**src/rtl/spi_slave_regfile.sv**
```systemverilog
// SPI mode-3 responder over a 64x8 register bank; reg 0x00 is a read-only device ID.
// SPI inputs are synchronised into clk; edge pulses drive a single frame FSM.
module spi_slave_regfile #(
  parameter logic [7:0] DEVID       = 8'hE5,
  parameter int         SYNC_STAGES = 2
) (
  input  logic       clk,
  input  logic       rst_n,
  input  logic       SPI_CLK,
  input  logic       SPI_CS,
  input  logic       SPI_MOSI,
  output logic       SPI_MISO,
  output logic       miso_oe,
  output logic       busy,
  input  logic       loc_we,
  input  logic [5:0] loc_addr,
  input  logic [7:0] loc_wdata,
  output logic [7:0] loc_rdata,
  output logic       wr_strobe,
  output logic [5:0] wr_addr,
  output logic [7:0] wr_data
);

  typedef enum logic [1:0] {IDLE, CMD, DATA, WAIT_CS} state_t;

  // CS chain resets low so a reset released mid-frame parks in WAIT_CS
  // instead of seeing a spurious CS fall.
  logic [SYNC_STAGES-1:0] sclk_sync_q, cs_sync_q, mosi_sync_q;
  logic                   sclk_prev_q, cs_prev_q;

  always_ff @(posedge clk or negedge rst_n) begin
    if (!rst_n) begin
      sclk_sync_q <= '1;
      cs_sync_q   <= '0;
      mosi_sync_q <= '0;
      sclk_prev_q <= 1'b1;
      cs_prev_q   <= 1'b0;
    end else begin
      sclk_sync_q <= {sclk_sync_q[SYNC_STAGES-2:0], SPI_CLK};
      cs_sync_q   <= {cs_sync_q[SYNC_STAGES-2:0], SPI_CS};
      mosi_sync_q <= {mosi_sync_q[SYNC_STAGES-2:0], SPI_MOSI};
      sclk_prev_q <= sclk_sync_q[SYNC_STAGES-1];
      cs_prev_q   <= cs_sync_q[SYNC_STAGES-1];
    end
  end

  logic sclk_s, cs_s, mosi_s;
  logic sclk_rise, sclk_fall, cs_fall, cs_rise;

  assign sclk_s    = sclk_sync_q[SYNC_STAGES-1];
  assign cs_s      = cs_sync_q[SYNC_STAGES-1];
  assign mosi_s    = mosi_sync_q[SYNC_STAGES-1];
  assign sclk_rise = sclk_s & ~sclk_prev_q;
  assign sclk_fall = ~sclk_s & sclk_prev_q;
  assign cs_fall   = ~cs_s & cs_prev_q;
  assign cs_rise   = cs_s & ~cs_prev_q;

  state_t     state_q;
  logic [2:0] cnt_q;
  logic [6:0] shift_q;
  logic       rw_q, mb_q;
  logic [5:0] addr_q;
  logic [7:0] tx_q;
  logic       miso_q, oe_q;
  logic       wr_strobe_q;
  logic [5:0] wr_addr_q;
  logic [7:0] wr_data_q;
  logic [7:0] mem_q [0:63];

  logic [7:0] byte_d;
  logic       byte_done_d;
  logic [5:0] addr_nxt_d;
  logic [5:0] fetch_addr_d;
  logic [7:0] fetch_d;
  logic       spi_we_d;

  assign byte_d       = {shift_q, mosi_s};
  assign byte_done_d  = sclk_rise && (cnt_q == 3'd7);
  assign addr_nxt_d   = mb_q ? addr_q + 6'd1 : addr_q;
  assign fetch_addr_d = (state_q == CMD) ? byte_d[5:0] : addr_nxt_d;
  assign fetch_d      = (fetch_addr_d == 6'd0) ? DEVID : mem_q[fetch_addr_d];
  assign spi_we_d     = (state_q == DATA) && byte_done_d && !rw_q &&
                        (addr_q != 6'd0) && !cs_rise;

  // SPI commit is the later assignment so it wins a same-address collision.
  always_ff @(posedge clk or negedge rst_n) begin
    if (!rst_n) begin
      for (int i = 0; i < 64; i++) mem_q[i] <= (i == 0) ? DEVID : 8'h00;
    end else begin
      if (loc_we && (loc_addr != 6'd0)) mem_q[loc_addr] <= loc_wdata;
      if (spi_we_d) mem_q[addr_q] <= byte_d;
    end
  end

  always_ff @(posedge clk or negedge rst_n) begin
    if (!rst_n) begin
      state_q     <= IDLE;
      cnt_q       <= 3'd0;
      shift_q     <= 7'd0;
      rw_q        <= 1'b0;
      mb_q        <= 1'b0;
      addr_q      <= 6'd0;
      tx_q        <= 8'd0;
      miso_q      <= 1'b0;
      oe_q        <= 1'b0;
      wr_strobe_q <= 1'b0;
      wr_addr_q   <= 6'd0;
      wr_data_q   <= 8'd0;
    end else begin
      wr_strobe_q <= spi_we_d;
      if (spi_we_d) begin
        wr_addr_q <= addr_q;
        wr_data_q <= byte_d;
      end
      if (cs_rise) begin
        state_q <= IDLE;
        cnt_q   <= 3'd0;
        miso_q  <= 1'b0;
        oe_q    <= 1'b0;
      end else begin
        case (state_q)
          IDLE: begin
            if (cs_fall) begin
              state_q <= CMD;
              cnt_q   <= 3'd0;
              miso_q  <= 1'b0;
              oe_q    <= 1'b1;
            end else if (!cs_s) begin
              state_q <= WAIT_CS;
            end
          end
          WAIT_CS: begin
            if (cs_s) state_q <= IDLE;
          end
          CMD: begin
            if (sclk_rise) begin
              shift_q <= byte_d[6:0];
              cnt_q   <= cnt_q + 3'd1;
              if (byte_done_d) begin
                rw_q    <= byte_d[7];
                mb_q    <= byte_d[6];
                addr_q  <= byte_d[5:0];
                tx_q    <= byte_d[7] ? fetch_d : 8'd0;
                state_q <= DATA;
              end
            end
          end
          DATA: begin
            if (sclk_rise) begin
              shift_q <= byte_d[6:0];
              cnt_q   <= cnt_q + 3'd1;
              if (byte_done_d) begin
                addr_q <= addr_nxt_d;
                tx_q   <= rw_q ? fetch_d : 8'd0;
              end
            end else if (sclk_fall && rw_q) begin
              miso_q <= tx_q[7];
              tx_q   <= {tx_q[6:0], 1'b0};
            end
          end
          default: state_q <= IDLE;
        endcase
      end
    end
  end

  assign SPI_MISO  = miso_q;
  assign miso_oe   = oe_q & ~cs_rise;
  assign busy      = (state_q == CMD) || (state_q == DATA);
  assign loc_rdata = (loc_addr == 6'd0) ? DEVID : mem_q[loc_addr];
  assign wr_strobe = wr_strobe_q;
  assign wr_addr   = wr_addr_q;
  assign wr_data   = wr_data_q;

endmodule

```
**config.mk**
```make
export PLATFORM = sky130hd
export DESIGN_NAME = spi_slave_regfile
export DESIGN_NICKNAME = d
export VERILOG_FILES = /design/src/rtl/spi_slave_regfile.sv
export SDC_FILE = /design/constraint.sdc
export NUM_CORES = 2
export LEC_CHECK = 0
export ABC_AREA = 1
export CELL_PAD_IN_SITES_DETAIL_PLACEMENT = 0
export CELL_PAD_IN_SITES_GLOBAL_PLACEMENT = 2
export CORE_UTILIZATION = 39
export CTS_CLUSTER_DIAMETER = 40
export CTS_CLUSTER_SIZE = 20
export DETAILED_ROUTE_END_ITERATION = 7
export PLACE_DENSITY_LB_ADDON = 0.25
export SLEW_MARGIN = 20
export SYNTH_ARGS = -nofsm -noshare
export SYNTH_HDL_FRONTEND = slang
export SYNTH_SLANG_ARGS = --single-unit
```
**constraint.sdc**
```tcl
create_clock -name clk -period 4.09 [get_ports clk]
set_input_delay 0.6135 -clock clk [delete_from_list [all_inputs] [get_ports clk]]
set_output_delay 0.6135 -clock clk [all_outputs]
set_load 0.1 [all_outputs]
```
* Word level (Yosys, flattened, before mapping)
Cells that the tools add are included.
Widths: inputs -> output; s select.
** Cells by class
- Magnitude comparators :: 5
- Bitwise operators :: 13
- Multiplexer cells :: 50
- Equality and inequality tests :: 18
- Reduce and logical (&&, ||, !) cells :: 32
- $add $sub $neg :: 2
** Operator list (count)
- $bwmux 512 :: 2
- $mux 512 :: 2
- $mux 8 :: 15
- $bmux 8 s6 :: 2
- $demux 8 s6 :: 2
- $mux 6 :: 6
- $ne 3x3->1 const B :: 8
- $ge 7x7->1 const B :: 3
- $not 6->7 :: 3
- $pmux 8 s2 :: 1
- $lt 7x1->1 const B :: 2
- $logic_not 6->1 :: 2
- $mux 2 :: 6
- $pmux 6 s2 :: 1
- $reduce_and 6->1 :: 2
- $reduce_bool 6->1 :: 2
- $logic_and 1x1->1 :: 9
- $mux 3 :: 3
- $ne 2x2->1 const B :: 4
- $reduce_and 4->1 :: 2
- $mux 1 :: 7
- $add 6x1->6 const B :: 1
- $pmux 2 s3 :: 1
- $pmux 3 s2 :: 1
- other kinds (19) :: 33
** Word-level totals
- Input bits :: 20
- Output and inout bits :: 26
- Flip-flop bits (word level) :: 565
- Logic and storage cells :: 201

* Longest topological paths before layout
- Word-level depth :: 12
- Gate-level depth with buffers :: 19
- Depth with buffers taken out :: 17

* Least setup slack after synthesis
Ideal clock, no wire load.
- Path type :: input-to-output
- Start point :: input loc_addr[2]
- End point :: output loc_rdata[4]
- Path slack :: 63 ps
- Arrival time :: 3413 ps
- Stages on the path :: 12
- Buffers on the path :: 3
- Data required time :: 3477 ps
- Cell sequence :: buf_2 -> nor2_1 -> nand2_1 -> inv_1 -> clkbuf_1 -> clkbuf_1 -> nand2_1 -> nand4_1 -> nand2_1 -> nand2_1 -> nor2_1 -> a21oi_1
** Between the ends
- Cells in the longest elaborated chain, start to end :: 5
- Elaborated cells between the ends (all ways) :: 6
- Classes of those cells :: mux (4); bitwise (1); reduce/logical (1)
** Ends and longest elaborated chain
- start: declaration :: RTL line 16 : input logic [5:0] loc_addr,
- $not 6->7 (not written as such) :: RTL line 170 : assign loc_rdata = (loc_addr == 6'd0) ? DEVID : mem_q[loc_addr];
- $bmux 8 s6 :: RTL line 170
- $mux 8 (not written as such) (2 in a row) :: RTL line 170
- $mux 8 (*) :: RTL line 170
- end: declaration :: RTL line 18 : output logic [7:0] loc_rdata,
Mark *: on every way between the ends. The rest lies on a longest branch, timed or not. The select of a mux whose other input is x is not followed.

* Worst setup path in the final report
- Start point :: input loc_addr[0]
- End point :: output loc_rdata[2]
The elaborated chain is that of the path after synthesis.

==> flow_summary.ini <==
[route]
route.detailed.drc = 0
vias = 38200
ant_nets = 0
vias_per_cell = 5.93
routed_wl_microns = 181000
drt-pass1-iter-count = 8
wl_per_cell_microns = 28.1
drtIter0Drc = 4842

[power]
ir_worst_vdd_v = 0.000390
clkPwrFrac_pct = 37.1
combPwrFrac_pct = 34.9
p_sw_share_pct = 40.9
p_int_w = 0.0158
power_density_mw_per_mm2 = 636
power.switching_w = 0.0110
p_leak_nw = 21.1
seqPwrFrac_pct = 28.1

[timing]
setup_ws_ns = -0.0100
slew_viol_final = 0
period_minus_slack_ns = 4.10
grt_setup_unrepaired = no
period_share_pct = 100
tightest_slew_ns = 1.20
fin_worst_skew_ns = 0.0291
finalHoldViolations = 0
setup_viol = 1
max-slew-margin-rel_pct = 19.7
fmax_ghz = 0.244

[yosys]
yosysMostFrequentCell = nand2_1
synth_area_per_cell_sq_um = 6.81
synth-main-ff-cell = dfrtp_1
synth_common_cells = nand2_1 (1,636), o21ai_0 (900), dfrtp_1 (557)
synthTopCellsByArea = dfrtp_1 (39%), nand2_1 (17%), o21ai_0 (13%)
ys_types = 46
netlist_area_sq_mm = 0.0354
yosysWarnings = 0
synth_largest_area_cell = dfrtp_1
async_reset_ff_share_pct = 100
synth_edf_count = 0
synth-seq-area-share_pct = 39.9
syn_inst = 5190
yosysTopAreaCellShare_pct = 39.4
synth_nets = 5220
ys_seq_elements = 564

[clock_tree]
htreeDepth = 3
clockBufferDepth = 3
cts_tree = built
clkLatencyLatePin_ns = 0.71
clkTransAtPathRegs_ns = 0.05
cts_buffers = 111
cts_root_buffer = clkbuf_16
cts_setup_buffers = 0
cts.sinks = 564

[final_layout]
syn_to_final_growth_pct = 19.2
final_cells = 6439
nNetsFinal = 5190
drive_gt1_share_pct = 10.1

[hold_path]
hold_path_depth = 1
hold_class = primary input to register
min_from = SPI_CLK

[placed_design]
portBuffers = 45
place_ws_ns = -0.0267
place_congestion = 1.00
post-dp-hpwl_microns = 123000
dp_cells = 6221

[critical_path]
r2r_start = state_q[0]$_DFFE_PN0P_
cp-start-kind = primary input
path_cells = clkdlybuf4s50_1 > buf_4 > nand3_2 > buf_4 > o22ai_1 > o41ai_1 > buf_4 > nand2_1 > inv_1 > nand4_1 > buf_4 > buf_12
rrSetupSlack_ns = 0.44
cpPeakStageDelay_ns = 0.58
worst_path_max_delay_cell = o41ai_1
required_ns = 3.48
critical_path_class = primary input to output pin
cp_max_fo = 16
ff2ff_path_depth = 11
crit_top_cell = buf_4
cp.arrival_ns = 3.49
worst_setup_path_end_kind = output pin
crit_start = loc_addr[0]

[die]
die_area_sq_mm = 0.0919
die_h_microns = 303
rows = 110
core_sq_mm = 0.0899
start_util_pct = 39.3
io_pins = 46
die_x_microns = 303

[outcome]
status = finished with violations
violations = setup timing

[global_routing]
grt_pass1_vias = 34800
overflow = 0
grt_pass1_wl_microns = 257000
grt_usage_pct = 39.0
grt_max_degree = 91
antenna_found_initial = 4

[run]
drv_cap = 0
[logic make-up (layout without fill, tap and decap cells)]
group / after synthesis / in the layout / synth area share (%)
other cells: 0 / 6 / 0
buf+inv: 851 / 918 / 9.58
compound gates: 1447 / 1447 / 23.0
flops: 564 / 564 / 39.9
simple gates: 2318 / 2318 / 27.2
fa+ha+maj: 10 / 10 / 0.354
[registers in the layout, indices dropped and copies added, names as in the netlist, 2 cells and up]
signal,count
mem_q,511
tx_q,8
wr_data,8
shift_q,7
addr_q,6
wr_addr,6
cnt_q,3
cs_sync_q,2
mosi_sync_q,2
sclk_sync_q,2
state_q,2
[placed cells by master (no fill, tap or decap), drive strengths merged, types with 2 or more instances in the layout]
cell	Yosys	final
nand3	449	449
dfstp	7	7
clkinvlp	0	8
o41ai	20	20
a22oi	28	28
bufinv	0	19
a21oi	86	86
a221o	2	2
nor2	161	161
o221ai	4	4
a211oi	27	27
ha	10	10
o21ai	981	981
o22ai	125	125
nor3	24	24
nand4	36	36
clkdlybuf4s50	0	36
inv	443	452
a31oi	20	20
o211ai	111	111
diode	0	6
o2111a	3	3
nand3b	3	3
clkbuf	251	148
o2111ai	10	10
a221oi	23	23
nor4	4	4
o2bb2ai	3	3
buf	154	225
dfrtp	557	557
nand2	1640	1640
clkinv	3	29
[what timing repair did]
action	in CTS	in global routing
gates cloned	0	0
hold buffers	1	0
endpoints found under the hold margin	6	0
setup endpoints to repair	2	4
resized for setup	2	6
pin swaps	0	0
[through the flow]
stage / utilization, % / area, sq um / setup TNS [ns] / total power, W / hold slack (ns)
CTS: 46.8 / 42100 / 0 / 0.0266 / 0.284
global route: 46.9 / 42100 / 0 / 0.0279 / 0.317
detailed placement: 42.3 / 38000 / -0.0521 / 0.0166 / 0.343
finish: 46.9 / 42100 / -0.0100 / 0.0268 / 0.324
global placement: 42.3 / 38000 / -0.0672 / 0.0166 / 0.341
floorplan: - / 35400 / 0 / 0.0125 / 0.318
[power groups by stage]
stage	Clock [W]	Sequential [W]	Combinational, W
4_1_cts	0.0100	0.00749	0.00912
6_report	0.00994	0.00752	0.00935
3_5_place_dp	0	0.00756	0.00909
2_1_floorplan	0	0.00708	0.00545
3_3_place_gp	0	0.00757	0.00908
5_1_grt	0.0103	0.00759	0.00998
[critical path, delay by kind of cell]
family	cells	cell delay (ns)
compound gates	2	0.71
buf+inv	7	1.82
simple gates	3	0.32
[cell type report]
type,count,area [sq um]
antenna,6,15.0
clock inverter,62,906
tap,1176,1470
clock buffer,148,3170
sequential,564,14100
fill,9199,47700
timing repair buffer,262,2780
inverter,446,1680
multi-input combinational,3775,18000
[routing by layer]
metal	routed length [microns]	vias to the layer above	part of all wire, %	GRT usage [%]
li1	-	17400	-	-
met1	74800	18200	41	52.5
met2	79000	2107	44	59.3
met3	16300	469	9.0	7.36
met4	10900	4	6.0	20.9
met5	23	-	0.013	0
[worst paths after layout]
check,to
worst max-delay path,loc_rdata[2]
worst min-delay path,sclk_sync_q[0]$_DFF_PN1_
max in group asynchronous,mem_q[99]$_DFF_PN0_
min in group asynchronous,mem_q[279]$_DFF_PN0_
worst min register to register,mosi_sync_q[1]$_DFF_PN0_
worst max register to register,mem_q[226]$_DFF_PN0_
No activity file was read; power rests on OpenSTA's default activity.
